<file path="src/rtl/snake_pkg.sv">
// Shared definitions for the snake game controller and datapath.
package snake_pkg;

    // Top-level game phases.
    typedef enum logic [2:0] {
        MENU  = 3'd0,
        CLEAR = 3'd1,
        INIT  = 3'd2,
        PLAY  = 3'd3,
        OVER  = 3'd4
    } state_e;

    // Default VGA adapter resolution.
    localparam int SCREEN_W_DEF = 160;
    localparam int SCREEN_H_DEF = 120;

    // One-hot snake heading codes understood by the datapath.
    localparam logic [3:0] DIR_UP    = 4'b0001;
    localparam logic [3:0] DIR_DOWN  = 4'b0010;
    localparam logic [3:0] DIR_LEFT  = 4'b0100;
    localparam logic [3:0] DIR_RIGHT = 4'b1000;

    // Counter width for a modulus n; never narrower than one bit.
    function automatic int cnt_w(input int n);
        return (n > 1) ? $clog2(n) : 1;
    endfunction

endpackage

</file>
<file path="src/rtl/frame_tick_gen.sv">
// Free-running frame tick: one-cycle pulse every TICK_DIV clocks.
module frame_tick_gen
    import snake_pkg::*;
#(
    parameter int TICK_DIV = 840000
) (
    input  logic clk,
    input  logic resetn,
    output logic frame_tick
);

    localparam int            DW     = cnt_w(TICK_DIV);
    localparam logic [DW-1:0] RELOAD = DW'(TICK_DIV - 1);

    logic [DW-1:0] div_cnt;

    // Count down to zero, pulse there, then reload.
    always_ff @(posedge clk or negedge resetn) begin
        if (!resetn)              div_cnt <= RELOAD;
        else if (div_cnt == '0)   div_cnt <= RELOAD;
        else                      div_cnt <= div_cnt - 1'b1;
    end

    assign frame_tick = (div_cnt == '0);

endmodule

</file>
<file path="src/rtl/game_controller.sv">
// Snake game sequencer: menu, screen clear, snake init, play, game over.
// Produces the datapath control strobes, the step pulse and the score.
module game_controller
    import snake_pkg::*;
#(
    parameter int SCREEN_W    = SCREEN_W_DEF,
    parameter int SCREEN_H    = SCREEN_H_DEF,
    parameter int TICK_DIV    = 840000,
    parameter int STEP_FRAMES = 3,
    parameter int OVER_FRAMES = 120,
    parameter int SCORE_W     = 8
) (
    input  logic               clk,
    input  logic               resetn,
    input  logic               go,
    input  logic               pause,
    input  logic               bad_collision,
    input  logic               good_collision,
    output logic               inmenu,
    output logic               ingame,
    output logic               clear_en,
    output logic [7:0]         clr_x,
    output logic [6:0]         clr_y,
    output logic               init_snake,
    output logic               step,
    output logic               game_over,
    output logic [SCORE_W-1:0] score,
    output logic               plot
);

    localparam int         SW     = cnt_w(STEP_FRAMES);
    localparam int         OW     = cnt_w(OVER_FRAMES);
    localparam logic [7:0] X_LAST = 8'(SCREEN_W - 1);
    localparam logic [6:0] Y_LAST = 7'(SCREEN_H - 1);

    state_e        state, state_nx;
    logic          frame_tick;
    logic          go_q, good_q;
    logic          go_edge, good_rise;
    logic [SW-1:0] step_cnt;
    logic [OW-1:0] over_cnt;
    logic          step_due;
    logic          clr_last;

    frame_tick_gen #(.TICK_DIV(TICK_DIV)) u_frame_tick (
        .clk        (clk),
        .resetn     (resetn),
        .frame_tick (frame_tick)
    );

    assign go_edge   = go & ~go_q;
    assign good_rise = good_collision & ~good_q;
    assign clr_last  = (clr_x == X_LAST) && (clr_y == Y_LAST);
    assign step_due  = frame_tick & ~pause & (step_cnt == SW'(STEP_FRAMES - 1));

    // Next phase; a collision always beats anything else in PLAY.
    always_comb begin
        state_nx = state;
        case (state)
            MENU:    if (go_edge) state_nx = CLEAR;
            CLEAR:   if (clr_last) state_nx = INIT;
            INIT:    state_nx = PLAY;
            PLAY:    if (bad_collision) state_nx = OVER;
            OVER:    if (frame_tick && over_cnt == OW'(OVER_FRAMES - 1)) state_nx = MENU;
            default: state_nx = MENU;
        endcase
    end

    // Phase register, input edge history and registered plot enable.
    // go_q resets high so a go held through reset is not seen as a press.
    always_ff @(posedge clk or negedge resetn) begin
        if (!resetn) begin
            state  <= MENU;
            go_q   <= 1'b1;
            good_q <= 1'b0;
            plot   <= 1'b0;
        end else begin
            state  <= state_nx;
            go_q   <= go;
            good_q <= good_collision;
            plot   <= (state_nx != INIT);
        end
    end

    // Clear sweep: raster order, one pixel per cycle, wraps back to origin.
    always_ff @(posedge clk or negedge resetn) begin
        if (!resetn) begin
            clr_x <= '0;
            clr_y <= '0;
        end else if (state == MENU && go_edge) begin
            clr_x <= '0;
            clr_y <= '0;
        end else if (state == CLEAR) begin
            if (clr_x == X_LAST) begin
                clr_x <= '0;
                clr_y <= (clr_y == Y_LAST) ? '0 : clr_y + 7'd1;
            end else begin
                clr_x <= clr_x + 8'd1;
            end
        end
    end

    // Frames-per-step counter; frozen while paused.
    always_ff @(posedge clk or negedge resetn) begin
        if (!resetn)
            step_cnt <= '0;
        else if (state == INIT)
            step_cnt <= '0;
        else if (state == PLAY && frame_tick && !pause && !bad_collision)
            step_cnt <= step_due ? '0 : step_cnt + 1'b1;
    end

    // Game-over hold counter in frame ticks.
    always_ff @(posedge clk or negedge resetn) begin
        if (!resetn)
            over_cnt <= '0;
        else if (state == PLAY && bad_collision)
            over_cnt <= '0;
        else if (state == OVER && frame_tick)
            over_cnt <= over_cnt + 1'b1;
    end

    // Score: one point per apple edge, saturating; held until next clear.
    always_ff @(posedge clk or negedge resetn) begin
        if (!resetn)
            score <= '0;
        else if (state == MENU && go_edge)
            score <= '0;
        else if (state == PLAY && !bad_collision && good_rise && score != '1)
            score <= score + 1'b1;
    end

    assign inmenu     = (state == MENU);
    assign ingame     = (state == PLAY) || (state == OVER);
    assign clear_en   = (state == CLEAR);
    assign init_snake = (state == INIT);
    assign game_over  = (state == OVER);
    assign step       = (state == PLAY) && step_due && !bad_collision;

endmodule

</file>
<file path="config.mk">
export PLATFORM = sky130hd
export DESIGN_NAME = game_controller
export DESIGN_NICKNAME = d
export VERILOG_FILES = /design/src/rtl/snake_pkg.sv /design/src/rtl/frame_tick_gen.sv /design/src/rtl/game_controller.sv
export SDC_FILE = /design/constraint.sdc
export NUM_CORES = 1
export LEC_CHECK = 0
export BUFFER_PORTS_ARGS = -buffer_cell sky130_fd_sc_hd__buf_2
export CELL_PAD_IN_SITES_DETAIL_PLACEMENT = 1
export CELL_PAD_IN_SITES_GLOBAL_PLACEMENT = 2
export CORE_MARGIN = 2
export CORE_UTILIZATION = 40
export DETAILED_ROUTE_END_ITERATION = 10
export GPL_TIMING_DRIVEN = 0
export PLACE_DENSITY = 0.86
export SYNTH_ARGS = -nofsm -noshare
export SYNTH_HDL_FRONTEND = slang
export SYNTH_HIERARCHICAL = 1
export SYNTH_SLANG_ARGS = --single-unit
</file>
<file path="constraint.sdc">
create_clock -name clk -period 6 [get_ports clk]
set_input_delay 0.3 -clock clk [delete_from_list [all_inputs] [get_ports clk]]
set_output_delay 0.3 -clock clk [all_outputs]
set_load 0.02 [all_outputs]
</file>
## After elaboration in Yosys (flattened, before gate mapping)

Cells that the tools add are included.

- Bits in registers: 58
- Word-level logic and storage cells: 77
- Output and inout bits: 30
- Bits of input ports: 6

- Eq/ne operators: 10
- Mux-type cells: 20
- Reduce and logical (&&, ||, !) cells: 24
- $add $sub $neg: 6
- Bitwise operators: 7

Operator list:

| operator | count |
|---|---|
| two-way mux 7 bit | 6 |
| two-way mux 8 bit | 5 |
| zero test 20 bit | 1 |
| two-way mux 20 bit | 1 |
| subtractor 20 x 1 -> 20 bit (second input constant) | 1 |
| adder 8 x 1 -> 8 bit (second input constant) | 2 |
| one-hot mux 3 bit (5 select lines) | 1 |
| adder 7 x 1 -> 7 bit (second input constant) | 2 |
| == test 7 bit (second input constant) | 2 |
| logical AND 1 bit | 13 |
| two-way mux 3 bit | 4 |
| nonzero test 2 bit | 5 |
| == test 8 bit (second input constant) | 1 |
| != test 8 bit (second input constant) | 1 |
| == test 3 x 2 -> 1 bit (second input constant) | 2 |
| two-way mux 2 bit | 3 |
| bitwise AND 1 bit | 4 |
| == test 3 x 1 -> 1 bit (second input constant) | 1 |
| == test 3 bit (second input constant) | 1 |
| zero test 3 bit | 1 |
| != test 3 x 2 -> 1 bit (second input constant) | 1 |
| NOT 1 bit | 3 |
| adder 2 x 1 -> 2 bit (second input constant) | 1 |
| == test 2 bit (second input constant) | 1 |
| other kinds (3) | 4 |

## Depth between registers and ports, before layout

Gate-level depths: netlist of run 1.

- Depth in word-level cells: 6
- Gate-level depth with buffers: 10
- Gate-level depth less buffers: 9

## Hierarchy

The synthesis of run 1 kept the hierarchy.

By module, submodules not included:

| module | sequential area each (um^2) | instances | area each (um^2) | cells each |
|---|---|---|---|---|
| game_controller | 952.2 | 1 | 1,988.2 | 204 |
| frame_tick_gen | 515.5 | 1 | 1,026.0 | 97 |

## Least setup slack after synthesis of run 1

OpenSTA, ideal clock, no wires.

- Path kind: flip-flop to output port
- Start point: register u_frame_tick.div_cnt[11]
- End point: output step
- Stages on the path, launching flop included: 7
- Path slack: 3.583 ns
- Path buffers: 0
- Arrival: 2.117 ns
- Data required time: 5.700 ns
- Cells stage by stage: dfrtp_1 > or4_4 > nor2_1 > nand4_1 > inv_2 > nand3b_1 > nor3b_1

- Word-level cells in the longest chain between the ends: 5

Ends and longest elaborated chain:

| what | line | text |
|---|---|---|
| start, declared | frame_tick_gen.sv:15 | `logic [DW-1:0] div_cnt;` |
| start signal, assigned | frame_tick_gen.sv:21 | `else div_cnt <= div_cnt - 1'b1;` |
| zero test 20 bit | frame_tick_gen.sv:24 | `assign frame_tick = (div_cnt == '0);` |
| net frame_tick | game_controller.sv:37 | `logic frame_tick;` |
| bitwise AND 1 bit (2 in a row) | game_controller.sv:54 | `assign step_due = frame_tick & ~pause & (step_cnt == SW'(STEP_FRAMES - 1));` |
| logical AND 1 bit (2 in a row) | game_controller.sv:138 | `assign step = (state == PLAY) && step_due && !bad_collision;` |
| end, declared | game_controller.sv:25 | `output logic step,` |

The timed path passes the listed nets, and every way through them passes these cells.

## Final worst setup path of run 1

Ends and elaborated chain as after synthesis.

==> run metrics, run 1 <==
drt drc 0; Inserted Clock Buffers 9; final period utilization a little under half; R2R Path End over_cnt[6]$_DFFE_PN0P_; Final HPWL DP between 4 and 5 mm; # diodes 0; Worst R2R Setup Slack about 3.3 ns; Skew-Pair Late Insertion Delay 0.32 ns; R2R depth 9; Post-Layout Cell Count 451; post-synthesis async set-or-reset flop share 100%; Syn Nets between 300 and 400; fin util a little under half; Post-synth EDFFs 0; die area roughly 0.0082 mm^2; Cells after Synth 301; reg2reg start u_frame_tick/div_cnt[11]$_DFF_PN0_; Via density between 5 and 6; Clock Sinks just under 60; most frequent cell after synthesis dfrtp_1; Seq/Total Area, Yosys about half; I/O Buffers 35; Clock Path Buffers 2; Avg Cell Area, Syn around 10 um^2; Chip Width 90.8 um; Mapped Area between 0.003 and 0.004 mm^2; largest net degree at the start of global routing 59; RSZ-0062 raised after global routing false; number of synthesis warnings 6; Rel. slew slack around half; Root Buffer clkbuf_8; placed insts between 400 and 500; # rows 31; grt ovf 0; Pins Over Slew Limit 0; post-CTS setup repair buffer count 0; GR Util All Layers between 15 and 20%; # hold bufs at CTS 0; CTS tree built; Max FO, Critical Path 10; top cells by area, synth dfrtp_1, dfstp_2, xor2_1; Yosys top cell by area dfrtp_1; Leak approximately 1.6 nW; Max Clock Skew between 0.005 and 0.006 ns; via count between 2k and 2.5k; combinational power share between 10% and 20%; Power per Cell Area 283 mW/mm^2; Initial Util 41.3%; first-pass GRT wire length 11.6 mm; gpl congestion 0.826; Slew @ Worst Pin around 0.74 ns; Fin. Hold Viols 0; Crit. End Element output port; Final min period between 2 and 3 ns; switching pwr about 0.3 mW; switching part of the total around 31%; Clock transition at path regs approximately 0.070 ns; Routed WL per cell roughly 15 um; layout overhead on the synthesized area 16.1%; Top FF cell, synth dfrtp_1; post-synthesis register bit count 58; initial antenna violation count 0; initial DRC count 50; vias in the first global route 2,505; Reg power frac 48.2%; core footprint roughly 0.0073 mm^2; Ports 36; Critical Path RT about 5.7 ns; top cells by count, synth dfrtp_1, nand2_1, nor2_1, xor2_1, o21ai_0; max cap viols 0; Die Height a little over 90 um; Yosys cell types 57; layout cells sized above 1 about a quarter; Routed WL 6.60 mm; Finish-stage setup viols 0; Antenna Nets Post-Route 0; Hold Crit Class in -> async; Max Fclk between 300 and 400 MHz; WP data arrival 2.53 ns; DR pass1 iterations 4; critical path type reg -> out; CP Launch Type flip-flop; post-synth top area share between 30% and 40%; clock network fraction of total power 33.3%; maximum vdd drop about 160 uV; TNS Setup 0 ns; H-tree depth 3; post-CTS sizing 0; cell-internal power roughly 0.68 mW; Layout Nets roughly 360; outcome finished, final reports clean
## cells in the final DEF, fill, tap and decap left out, types with 6 or more instances in the layout
| cell type | synthesis | layout |
|---|---|---|
| xor2_1 | 18 | 18 |
| a21oi_1 | 11 | 11 |
| nand3_1 | 12 | 12 |
| ha_1 | 6 | 6 |
| dfrtp_1 | 45 | 45 |
| or3_1 | 11 | 11 |
| inv_1 | 6 | 6 |
| nand4_1 | 12 | 12 |
| buf_2 | 3 | 37 |
| dfstp_2 | 13 | 13 |
| clkbuf_8 | 0 | 12 |
| nor2_1 | 28 | 28 |
| nand2_1 | 34 | 34 |
| o21ai_0 | 17 | 17 |
| nor3_1 | 8 | 8 |
## cell type report
type                    instances  area, um^2
well taps                      99         124
inverters                       7        26.3
clock buffers                  14         173
multi-input cells             228        1470
flip-flops and latches         58        1470
repair buffers                 35         178
clock inverters                 2        10.0
plain buffers                   8        52.6
fillers                       889        3790
## stage by stage
step	hold WS [ns]	cell area, um^2	setup slack [ns]	total power [mW]
final	0.0457	3500	3.17	0.991
after detailed placement	0.433	3310	3.33	0.671
after CTS	0.0878	3500	3.11	1.01
after global placement	0.429	3310	3.36	0.667
after floorplan	0.00441	3010	3.58	0.597
after global routing	0.0917	3500	2.84	1.05
## how the worst max path moves through the flow
stage	end	cells past startpoint	startpoint
finish	step	7	u_frame_tick/div_cnt[11]$_DFF_PN0_
floorplan	step	6	u_frame_tick/div_cnt[11]$_DFF_PN0_
global placement	over_cnt[6]$_DFFE_PN0P_	9	u_frame_tick/div_cnt[17]$_DFF_PN0_
CTS	step	7	u_frame_tick/div_cnt[11]$_DFF_PN0_
detailed placement	over_cnt[6]$_DFFE_PN0P_	9	u_frame_tick/div_cnt[11]$_DFF_PN0_
global route	step	7	u_frame_tick/div_cnt[17]$_DFF_PN0_
## critical path, cell delays in order, from the launching register on
cell and delay, ns:
dfrtp_1 0.44, or4_4 0.57, nor2_1 0.16, nand4_1 0.21, inv_2 0.24, nand3b_1 0.18
nor3b_1 0.21, buf_2 0.19
## state kept, by name (all words and copies together), names as in the netlist, 2 cells and up
| name | flops |
|---|---|
| clr_x | 8 |
| state | 3 |
| step_cnt | 2 |
| clr_y | 7 |
| u_frame_tick/div_cnt | 20 |
| over_cnt | 7 |
| score | 8 |
## layer usage
layer / part of all wire [%] / GRT usage (%) / routed length [um] / up-vias
li1: - / - / - / 1178
met1: 47 / 21.8 / 3090 / 1208
met2: 49 / 29.0 / 3240 / 28
met3: 3.2 / 3.26 / 208 / 4
met4: 0.82 / 6.31 / 54 / 0
met5: 0 / 0 / 0 / -
## power by group through the flow
stage               combinational (mW)  sequential (mW)  clock [mW]
floorplan                       0.0750            0.522           0
finish                           0.183            0.478       0.330
CTS                              0.186            0.480       0.341
global placement                 0.181            0.485           0
global route                     0.204            0.487       0.356
detailed placement               0.186            0.485           0
## logic make-up (layout without fill, tap and decap cells)
family | Yosys count | in the layout | synth area share [%]
flops | 58 | 58 | 48.7
compound gates | 47 | 47 | 9.76
fa+ha+maj | 6 | 6 | 2.49
simple gates | 149 | 149 | 28.7
xor+xnor | 22 | 22 | 6.39
mux | 4 | 4 | 1.37
buf+inv | 15 | 66 | 2.62
Power figures use the tool's default switching activity.
==> run 2, diff against run 1 <==
Settings changed: CORE_UTILIZATION 40 to 37, PLACE_DENSITY 0.86 to 0.8.
Clock period 6 ns to 2.7 ns, I/O delays scaled along.
==> run 2 against run 1 <==
Total power increased by 140%; clock skew increased by 0.0030 ns; design area increased by 3.7%; first-iteration DRC count is 2.0% lower; non-clock buffer count is 7 higher; die area increased by 7.7%; sequential power rose by 120%; clock power rose to 2.9 times the previous value; critical path depth unchanged; highest routed layer unchanged; critical endpoint unchanged.
==> run metrics, run 2 (synthesized netlist as in run 1, its figures left out) <==
outcome finished, final reports clean; die area around 0.0089 mm^2; Via density approximately 5.3; layout cells sized above 1 between 20% and 30%; via count 2,437; drt drc 0; Multi-input gate area around 0.0015 mm^2; Reg power frac approximately 44%; fin util around 46%; maximum vdd drop ~370 uV; Register Area between 0.001 and 0.0015 mm^2; Final min period between 2 and 3 ns; most frequent cells in the layout dfrtp_1, buf_2, nand2_1; placed insts 438; largest net degree at the start of global routing ~60; switching pwr a little over 0.7 mW; Top reg by flops u_frame_tick/div_cnt; Largest regs u_frame_tick/div_cnt (20), clr_x (8), score (8); max reg flops 20; Hold Crit Class in -> reg; WP data arrival around 2.4 ns; critical path type reg -> out; Ports 36; Max Fclk 399 MHz; first-pass GRT wire length ~12 mm; Leak ~1.6 nW; clock network fraction of total power 39.1%; Worst R2R Setup Slack ~0.21 ns; Max Clock Skew ~0.0084 ns; Max FO, Critical Path 6; switching part of the total 29.5%; combinational power share 17.1%; GR Util All Layers between 10% and 20%; Chip Width ~94 um; Routed WL per cell ~16 um; Root Buffer clkbuf_8; layout overhead on the synthesized area 20.3%; Initial Util roughly two fifths; Die Height around 94 um; Final HPWL DP around 4.9 mm; Power per Cell Area ~670 mW/mm^2; leading cell type in the layout, fill and taps excluded dfrtp_1; Crit. End Element output port; vias in the first global route 2,682; initial antenna violation count 0; fill count ~910; max cap viols 0; Antenna Nets Post-Route 0; Clock Path Buffers 2; initial DRC count a little under 50; Skew-Pair Late Insertion Delay around 0.34 ns; core footprint about 0.008 mm^2; Pins Over Slew Limit 0; Post-Layout Cell Count around 460; I/O Buffers 35; Slew @ Worst Pin between 0.7 and 0.8 ns; Routed WL 7.15 mm; Rel. slew slack roughly half; CP Launch Type flip-flop; grt ovf 0; Finish-stage setup viols 0; # rows 32; CTS tree built; cell-internal power roughly 1.7 mW; gpl congestion 0.751; RSZ-0062 raised after global routing false; DR pass1 iterations 4; final period utilization 92.8%; Critical Path RT 2.57 ns; Clock transition at path regs approximately 0.070 ns; Tot Pwr between 2 and 2.5 mW; Inserted Clock Buffers 9; Layout Nets 366; Fin. Hold Viols 0; Clock Sinks between 50 and 60; H-tree depth 3; # diodes 0; TNS Setup 0 ns
==> run 2: routing by layer <==
layer	GRT usage [%]	up-vias	share of wire, %	wire [um]
met4	8.21	0	1.8	126
met2	30.5	28	48	3460
met5	0	-	0	0
met1	22.5	1204	47	3390
met3	3.05	9	2.4	175
li1	-	1196	-	-
==> run 2: area by class of cell <==
type                       instances  share of cell area [%]
buffer                             8                    1.45
clock buffer                      12                    4.55
clock inverter                     4                    2.00
inverter                           7                   0.724
multi-input combinational        228                    40.7
sequential                        58                    40.5
tap                              102                    3.52
timing repair buffer              42                    6.55
==> run 2: worst max-delay path, stage by stage (launching register included) <==
cell	delay [ns]
dfrtp_1	0.44
or4_4	0.57
nor2_1	0.15
nand4_1	0.20
inv_2	0.15
nand3b_1	0.15
nor3b_2	0.20
buf_2	0.18
==> run 2: final timing paths <==
kind | start | end | cells past startpoint
min in group asynchronous | resetn | u_frame_tick/div_cnt[16]$_DFF_PN0_ | 2
worst max-delay path | u_frame_tick/div_cnt[11]$_DFF_PN0_ | step | 7
worst max register to register | u_frame_tick/div_cnt[11]$_DFF_PN0_ | over_cnt[6]$_DFFE_PN0P_ | 9
max in group asynchronous | resetn | clr_y[5]$_DFFE_PN0P_ | 2
worst min register to register | u_frame_tick/div_cnt[0]$_DFF_PN1_ | u_frame_tick/div_cnt[0]$_DFF_PN1_ | 1
worst min-delay path | bad_collision | state[1]$_DFF_PN0_ | 3
==> run 2: per-stage QoR <==
stage	hold slack (ns)	area (um^2)	setup WS [ns]
finish	0.226	3630	0.195
global route	0.245	3630	0.0116
CTS	0.151	3580	0.0536
detailed placement	0.255	3320	0.0196
global placement	0.258	3320	0.0650
floorplan	-0.161	3010	0.382
==> run 2: power groups by stage <==
stage / Clock [mW] / Sequential [mW] / Combinational, mW
2_1_floorplan: 0 / 1.16 / 0.167
3_3_place_gp: 0 / 1.08 / 0.405
3_5_place_dp: 0 / 1.08 / 0.415
4_1_cts: 0.978 / 1.06 / 0.420
5_1_grt: 1.02 / 1.08 / 0.459
6_report: 0.949 / 1.06 / 0.414
==> run 2: repair_timing <==
item / 4_1_cts / 5_1_grt
hold buffers: 2 / 1
buffers inserted: 1 / 3
pin swaps: 0 / 1
endpoints found under the hold margin: 2 / 45
setup endpoints to repair: 2 / 2
gates resized for setup: 0 / 2
==> run 3, diff against run 2 <==
Settings changed: RECOVER_POWER set to 25.
==> run 3 against run 2 <==
The run now ends with max-capacitance violations left; core utilization down 0.080 points; clock-buffer cell count unchanged; design area decreased by 0.17%; first-iteration DRC count is 16% lower; combinational power about the same; wire length about the same; sequential share of layout area rose by 0.070 points; final cell count unchanged; setup slack lost 0.0014 ns; clock skew hardly changed.
==> run metrics, run 3 (synthesized netlist as in run 1, its figures left out) <==
# rows 32; Tot Pwr 2.42 mW; Hold Crit Class in -> reg; Fin. Hold Viols 0; Die Height 94.3 um; Slew @ Worst Pin roughly 1.5 ns; Rel. slew slack 0.536%; max reg flops 20; gpl congestion between 0.7 and 0.8; outcome finished, violations left; layout cells sized above 1 around 25%; die area 0.00888 mm^2; Chip Width about 94 um; CTS tree built; critical path type reg -> out; first-pass GRT wire length roughly 12 mm; Layout Nets 366; # diodes 0; Top reg by flops u_frame_tick/div_cnt; Final min period 2.51 ns; most frequent cells in the layout dfrtp_1, nand2_1, buf_2; Routed WL per cell 15.5 um; maximum vdd drop between 300 and 400 uV; leading cell type in the layout, fill and taps excluded dfrtp_1; Critical Path RT 2.57 ns; Inserted Clock Buffers 9; Antenna Nets Post-Route 0; core footprint between 0.007 and 0.008 mm^2; H-tree depth 3; Power per Cell Area ~670 mW/mm^2; Clock Path Buffers 2; slowest stage delay, CP about 0.57 ns; GR Util All Layers a little under a fifth; Root Buffer clkbuf_8; CP Cell Sequence or4_4 -> nor2_1 -> nand4_1 -> inv_2 -> nand3b_1 -> nor3b_2 -> buf_2; Max Fclk approximately 400 MHz; RSZ-0062 raised after global routing false; DR pass1 iterations 4; switching pwr a little over 0.7 mW; switching part of the total 29.5%; combinational power share between 15 and 20%; initial DRC count 41; Clock transition at path regs 0.07 ns; initial antenna violation count 0; cell-internal power ~1.7 mW; I/O Buffers 35; Hold WS 0.226 ns; Crit. End Element output port; max cap viols 1; Clock Sinks 58; Max stage delay cell, worst path or4_4; clock network fraction of total power between 30% and 40%; layout overhead on the synthesized area 20.1%; Initial Util around 39%; TNS Setup 0 ns; Max FO, Critical Path 6; Finish-stage setup viols 0; Ports 36; Via density around 5.3; final period utilization 92.8%; largest net degree at the start of global routing 59; Routed WL 7.16 mm; CP Launch Type flip-flop; via count about 2.4k; Leak 1.60 nW; drt drc 0; Max Clock Skew between 0.008 and 0.009 ns; Skew-Pair Late Insertion Delay 0.34 ns; Pins Over Slew Limit 0; vias in the first global route approximately 2.7k; grt ovf 0; Largest regs u_frame_tick/div_cnt (20), clr_x (8), score (8); Reg power frac 43.8%; WP data arrival about 2.4 ns; failing checks max-capacitance violations; Final HPWL DP approximately 5 mm
-- run 3: cell count changes in the layout (fill, tap and decap cells not counted), sizes merged --
cell and change:
buf -4, clkbuf +4
-- run 3: critical path: cells and delay by family (launching register included) --
kind | cells | cell delay, ns
buffers and inverters | 2 | 0.33
AND/OR/NAND/NOR | 5 | 1.27
flip-flops | 1 | 0.44
-- run 3: layout make-up --
| cell class | count | area [um^2] |
|---|---|---|
| fill | 909 | 4190 |
| multi-input combinational | 228 | 1480 |
| sequential | 58 | 1470 |
| timing repair buffer | 42 | 231 |
| clock buffer | 12 | 165 |
| tap | 102 | 128 |
| clock inverter | 4 | 72.6 |
| buffer | 8 | 52.6 |
| inverter | 7 | 26.3 |
-- run 3: through the flow --
step / cells / cell area [um^2] / utilization, % / setup WS (ns)
finish: 461 / 3620 / 46.4 / 0.194
global route: 461 / 3620 / 46.4 / 0.0116
CTS: 457 / 3580 / 45.9 / 0.0536
detailed placement: 438 / 3320 / 42.5 / 0.0196
global placement: 438 / 3320 / 42.5 / 0.0650
floorplan: 301 / 3010 / - / 0.382
-- run 3: power by group through the flow --
stage	combinational (mW)	sequential [mW]	clock (mW)
finish	0.413	1.06	0.950
CTS	0.420	1.06	0.978
global placement	0.405	1.08	0
global route	0.458	1.08	1.02
floorplan	0.167	1.16	0
detailed placement	0.415	1.08	0
-- run 3: what timing repair did --
item / 4_1_cts / 5_1_grt
setup buffers: 1 / 3
hold buffers: 2 / 1
pin swaps: 0 / 1
hold endpoints to repair: 2 / 45
endpoints found under the setup margin: 2 / 2
gates resized for setup: 0 / 2
-- run 3: worst paths after layout --
path / from / endpoint / slack (ns) / depth (start not counted)
setup reg to reg: u_frame_tick/div_cnt[11]$_DFF_PN0_ / over_cnt[6]$_DFFE_PN0P_ / 0.21 / 9
setup / recovery: u_frame_tick/div_cnt[11]$_DFF_PN0_ / step / 0.19 / 7
hold / removal: bad_collision / state[1]$_DFF_PN0_ / 0.23 / 3
min in group asynchronous: resetn / u_frame_tick/div_cnt[16]$_DFF_PN0_ / 0.71 / 2
hold reg to reg: u_frame_tick/div_cnt[0]$_DFF_PN1_ / u_frame_tick/div_cnt[0]$_DFF_PN1_ / 0.49 / 1
max in group asynchronous: resetn / clr_y[5]$_DFFE_PN0P_ / 1.11 / 2
-- run 3: metal layers --
layer | vias to the layer above | GRT usage [%] | routed length [um]
li1 | 1196 | - | -
met1 | 1204 | 22.5 | 3400
met2 | 30 | 30.5 | 3450
met3 | 9 | 3.05 | 184
met4 | 0 | 8.21 | 126
met5 | - | 0 | 0
